**src/rtl/alu_cmd_issuer.sv**
```systemverilog
// ALU command issuer: registers tagged commands onto the ALU pins, captures the result one cycle later
// into a response FIFO (rsp_valid two edges after accept); cmd_ready reserves a slot for the in-flight entry.

module alu_cmd_fifo #(
  parameter int W     = 8,
  parameter int DEPTH = 4,
  parameter int AW    = $clog2(DEPTH),
  parameter int CW    = AW + 1
) (
  input  logic          clk,
  input  logic          rst_n,
  input  logic          push_i,
  input  logic [W-1:0]  push_dat_i,
  input  logic          pop_i,
  output logic [W-1:0]  head_dat_o,
  output logic [CW-1:0] count_o
);
  logic [W-1:0]  mem_q [DEPTH];
  logic [AW-1:0] wr_ptr_q, wr_ptr_d;
  logic [AW-1:0] rd_ptr_q, rd_ptr_d;
  logic [CW-1:0] count_q, count_d;

  always_comb begin
    wr_ptr_d = wr_ptr_q;
    rd_ptr_d = rd_ptr_q;
    count_d  = count_q;
    if (push_i) wr_ptr_d = wr_ptr_q + 1'b1;
    if (pop_i)  rd_ptr_d = rd_ptr_q + 1'b1;
    case ({push_i, pop_i})
      2'b10:   count_d = count_q + 1'b1;
      2'b01:   count_d = count_q - 1'b1;
      default: count_d = count_q;
    endcase
  end

  always_ff @(posedge clk or negedge rst_n) begin
    if (!rst_n) begin
      wr_ptr_q <= '0;
      rd_ptr_q <= '0;
      count_q  <= '0;
    end else begin
      wr_ptr_q <= wr_ptr_d;
      rd_ptr_q <= rd_ptr_d;
      count_q  <= count_d;
    end
  end

  // Storage needs no reset: the head is only observed while count is non-zero.
  always_ff @(posedge clk) begin
    if (push_i) mem_q[wr_ptr_q] <= push_dat_i;
  end

  assign head_dat_o = mem_q[rd_ptr_q];
  assign count_o    = count_q;
endmodule

module alu_cmd_issuer #(
  parameter int DEPTH = 4,
  parameter int TAG_W = 4
) (
  input  logic             clk,
  input  logic             rst_n,
  input  logic             cmd_valid,
  output logic             cmd_ready,
  input  logic [2:0]       cmd_op,
  input  logic [7:0]       cmd_a,
  input  logic [7:0]       cmd_b,
  input  logic [TAG_W-1:0] cmd_tag,
  output logic [7:0]       alu_op_a,
  output logic [7:0]       alu_op_b,
  output logic [2:0]       alu_op,
  input  logic [7:0]       alu_result,
  output logic             rsp_valid,
  input  logic             rsp_ready,
  output logic [7:0]       rsp_result,
  output logic [TAG_W-1:0] rsp_tag,
  output logic             rsp_zero,
  output logic             rsp_illegal,
  output logic             busy
);
  localparam int CW = $clog2(DEPTH) + 1;

  typedef struct packed {
    logic [7:0]       result;
    logic [TAG_W-1:0] tag;
    logic             zero;
    logic             illegal;
  } rsp_t;

  logic             s1_valid_q, s1_valid_d;
  logic [7:0]       s1_a_q, s1_a_d;
  logic [7:0]       s1_b_q, s1_b_d;
  logic [2:0]       s1_op_q, s1_op_d;
  logic [TAG_W-1:0] s1_tag_q, s1_tag_d;

  logic          accept;
  logic          pop;
  logic [CW-1:0] fifo_count;
  logic [CW:0]   occupancy;
  rsp_t          push_dat;
  rsp_t          head_dat;

  // Occupancy counts the in-flight entry so its push always has a slot.
  assign occupancy = {1'b0, fifo_count} + {{CW{1'b0}}, s1_valid_q};
  assign cmd_ready = occupancy < (CW+1)'(DEPTH);
  assign accept    = cmd_valid && cmd_ready;

  always_comb begin
    s1_valid_d = accept;
    s1_a_d     = s1_a_q;
    s1_b_d     = s1_b_q;
    s1_op_d    = s1_op_q;
    s1_tag_d   = s1_tag_q;
    if (accept) begin
      s1_a_d   = cmd_a;
      s1_b_d   = cmd_b;
      s1_op_d  = cmd_op;
      s1_tag_d = cmd_tag;
    end
  end

  always_ff @(posedge clk or negedge rst_n) begin
    if (!rst_n) begin
      s1_valid_q <= 1'b0;
      s1_a_q     <= '0;
      s1_b_q     <= '0;
      s1_op_q    <= '0;
      s1_tag_q   <= '0;
    end else begin
      s1_valid_q <= s1_valid_d;
      s1_a_q     <= s1_a_d;
      s1_b_q     <= s1_b_d;
      s1_op_q    <= s1_op_d;
      s1_tag_q   <= s1_tag_d;
    end
  end

  assign alu_op_a = s1_a_q;
  assign alu_op_b = s1_b_q;
  assign alu_op   = s1_op_q;

  assign push_dat.result  = alu_result;
  assign push_dat.tag     = s1_tag_q;
  assign push_dat.zero    = (alu_result == 8'h00);
  assign push_dat.illegal = s1_op_q[2] & s1_op_q[1];

  assign rsp_valid = (fifo_count != '0);
  assign pop       = rsp_valid && rsp_ready;

  alu_cmd_fifo #(
    .W     ($bits(rsp_t)),
    .DEPTH (DEPTH)
  ) u_rsp_fifo (
    .clk        (clk),
    .rst_n      (rst_n),
    .push_i     (s1_valid_q),
    .push_dat_i (push_dat),
    .pop_i      (pop),
    .head_dat_o (head_dat),
    .count_o    (fifo_count)
  );

  // Gate the head so an empty FIFO presents all-zero response fields.
  assign rsp_result  = rsp_valid ? head_dat.result  : 8'h00;
  assign rsp_tag     = rsp_valid ? head_dat.tag     : '0;
  assign rsp_zero    = rsp_valid & head_dat.zero;
  assign rsp_illegal = rsp_valid & head_dat.illegal;

  assign busy = s1_valid_q || rsp_valid;
endmodule

```
**config.mk**
```make
export PLATFORM = sky130hd
export DESIGN_NAME = alu_cmd_issuer
export DESIGN_NICKNAME = d
export VERILOG_FILES = /design/src/rtl/alu_cmd_issuer.sv
export SDC_FILE = /design/constraint.sdc
export NUM_CORES = 1
export LEC_CHECK = 0
export CORE_MARGIN = 3
export CORE_UTILIZATION = 45
export DETAILED_ROUTE_END_ITERATION = 8
export PLACE_DENSITY = 0.74
export SETUP_SLACK_MARGIN = 0.15
export SLEW_MARGIN = 20
export SYNTH_ARGS = -nofsm -noshare
export SYNTH_HDL_FRONTEND = slang
export SYNTH_HIERARCHICAL = 1
export SYNTH_SLANG_ARGS = --single-unit
```
**constraint.sdc**
```tcl
create_clock -name clk -period 2 [get_ports clk]
set_input_delay 0.3 -clock clk [delete_from_list [all_inputs] [get_ports clk]]
set_output_delay 0.3 -clock clk [all_outputs]
set_load 0.05 [all_outputs]
```
==> results.tsv <==
metric	value	unit
outcome	finished, violations left	
violations	setup timing	
power.density	1770	nW/um2
yosys-top-cells-count	edfxtp_1, dfrtp_1, mux2_4	
path_max_fanout	5	
placed_cell_area	4420	um2
min_period_over_period	103	%
drive_above_1_share	39.8	%
synth_cell_types	27	
clk_pin_slew	0.09	ns
timing.final.ws_setup	-0.0681	ns
grt_pass1_vias	2081	
first_iter_violations	99	
cts-buffers-inserted	9	
min_path_type	input pin to asynchronous set/reset pin	
grt_overflow	0	
ys_seq_elements	87	
ant_nets	0	
io_buffers	70	
yosysWarnings	6	
rsz0062_at_grt	yes	
ir_worst_vdd	887	uV
r2r_cells	10	
yosysTopAreaCell	edfxtp_1	
crit_type	register to primary output	
n_antenna_cell	0	
route.detailed.drc	0	
async_flop_share	35.6	%
synthFlopType	edfxtp_1	
die_area	9080	um2
synth_top_area_share	46.9	%
routed_wl	6990	um
cts_sinks	87	
netlist_area	3590	um2
dp_hpwl	4390	um
fmax	484	MHz
start_kind	register	
slew_viol_final	0	
finalPower	8.68	mW
slew_headroom	64.8	%
final_cells	388	
finalWorstPathRequiredPeriod	2.07	ns
layout.nets	325	
ys_top_cells_by_area	edfxtp_1, dfrtp_1, mux2_4	
clkLatencyLatePin	0.34	ns
die_h	95.3	um
worst_slew_pin_slew	0.526	ns
seq_area_frac_synth	68.5	%
cp-end-kind	primary output	
avgRoutedWirePerCell	18.0	um
grt_usage	16.5	%
avgSynthCellArea	19.7	um2
die_w	95.3	um
hold_violations	0	
clockBufferDepth	2	
antenna_found_initial	0	
cap_violations	0	
setup_viol	12	
post-route-util	65.6	%
crit_required	1.70	ns
cts_tree	yes	
r2r_setup_slack	0.17	ns
root_buffer	clkbuf_8	
p_leak	2.09	nW
gp_congestion	0.701	
numPlacedInstances	358	
area_delta_synth_final	36.9	%
clock_skew	0.00788	ns
via_count	1945	
synth_most_common_cell	edfxtp_1	
postLayoutCellArea	4910	um2
htree_levels	3	
crit_arrival	1.77	ns
io_pins	71	
start_util	47.9	%
synth_cells	182	
dr.pass1.iters	6	
synth.net_count	223	
viasPerCell	5.01	
grt_pass1_wl	10800	um
num_rows	31	
synth_edf_count	56	
grt_max_degree	32	
core	7490	um2
==> critical path, cell delays in order, from the launching register on <==
cell and delay (ns):
dfrtp_2 0.42, buf_6 0.16, mux4_2 0.50, and2b_1 0.19, buf_6 0.15
==> area by class of cell <==
| type | count | area, um2 |
|---|---|---|
| inverter | 8 | 30.0 |
| timing repair buffer | 97 | 1020 |
| clock buffer | 10 | 128 |
| sequential | 87 | 2460 |
| fill | 529 | 2570 |
| multi-input combinational | 81 | 1090 |
| tap | 99 | 124 |
| clock inverter | 6 | 53.8 |
==> path summary, 6_finish.rpt <==
path / start / end
max reg2reg: u_rsp_fifo/count_o[2] / u_rsp_fifo/count_o[2]
min reg2reg: alu_op_b[4] / alu_op_b[4]
min in group clk: alu_op_b[4] / alu_op_b[4]
max in group asynchronous: rst_n / u_rsp_fifo/rd_ptr_q[0]
max: u_rsp_fifo/rd_ptr_q[0] / rsp_result[2]
min: rst_n / alu_op_b[5]
==> flip-flops by register name, summed over array words and instances, names as in the netlist <==
| register | flops |
|---|---|
| alu_op_b | 8 |
| s1_valid_q | 1 |
| alu_op | 3 |
| u_rsp_fifo/wr_ptr_q | 2 |
| alu_op_a | 8 |
| s1_tag_q | 4 |
| u_rsp_fifo/rd_ptr_q | 2 |
| u_rsp_fifo/mem_q | 56 |
| u_rsp_fifo/count_o | 3 |
==> power breakdown <==
| group | internal, mW | total [mW] | switching, mW |
|---|---|---|---|
| clock network | 0.471 | 1.10 | 0.628 |
| registers | 2.49 | 2.78 | 0.292 |
| logic | 2.13 | 4.80 | 2.67 |
==> through the flow <==
step                setup TNS, ns  worst slack (ns)  hold WS [ns]
floorplan                       0            0.0459       0.00441
global placement          -0.0511           -0.0511         0.487
detailed placement         -0.100            -0.100         0.492
CTS                         -1.13            -0.120         0.351
global route                -1.45            -0.136         0.388
finish                     -0.416           -0.0681         0.349
==> layer usage <==
| metal | routed length (um) | up-vias | GRT usage, % |
|---|---|---|---|
| met5 | 0 | - | 0 |
| met4 | 108 | 0 | 7.45 |
| met3 | 605 | 10 | 6.16 |
| met2 | 3450 | 90 | 26.4 |
| met1 | 2830 | 966 | 19.8 |
| li1 | - | 879 | - |
==> cells in the final DEF, fill, tap and decap left out <==
| cell type | n |
|---|---|
| ha_1 | 4 |
| mux2_4 | 19 |
| nand2_4 | 1 |
| ha_4 | 1 |
| clkinvlp_4 | 1 |
| or4_1 | 2 |
| fa_2 | 1 |
| clkbuf_1 | 1 |
| buf_6 | 22 |
| inv_2 | 2 |
| mux2_2 | 4 |
| dlygate4sd2_1 | 5 |
| dfrtp_2 | 4 |
| o21ai_0 | 1 |
| a31oi_4 | 1 |
| inv_1 | 6 |
| or2b_1 | 1 |
| nor3_4 | 1 |
| dlymetal6s2s_1 | 14 |
| mux4_2 | 14 |
| and2_1 | 5 |
| buf_16 | 1 |
| inv_6 | 1 |
| mux2i_1 | 1 |
| and2b_1 | 7 |
| inv_8 | 1 |
| nor2_1 | 2 |
| buf_8 | 1 |
| clkinv_4 | 3 |
| xnor2_1 | 2 |
| buf_12 | 2 |
| edfxtp_1 | 56 |
| clkdlybuf4s50_1 | 34 |
| nand2_1 | 2 |
| nor2b_4 | 8 |
| xor2_1 | 4 |
| dfrtp_1 | 27 |
| buf_4 | 18 |
| clkbuf_8 | 9 |
==> timing repair <==
item	in CTS	in global routing
endpoints found under the setup margin	22	32
resized for setup	55	23
hold buffers	0	0
pin swaps	6	5
gates cloned	2	0
buffers inserted	9	3
==> cell families after synthesis <==
| logic type | share of synthesized area (%) |
|---|---|
| buffers and inverters | 2.58 |
| multiplexers | 18.9 |
| flip-flops | 68.5 |
| XOR/XNOR | 1.46 |
| AND/OR/NAND/NOR | 5.54 |
| adder cells (fa/ha/maj) | 2.30 |
| AO/OA/AOI/OAI | 0.732 |
Power figures use the tool's default switching activity.
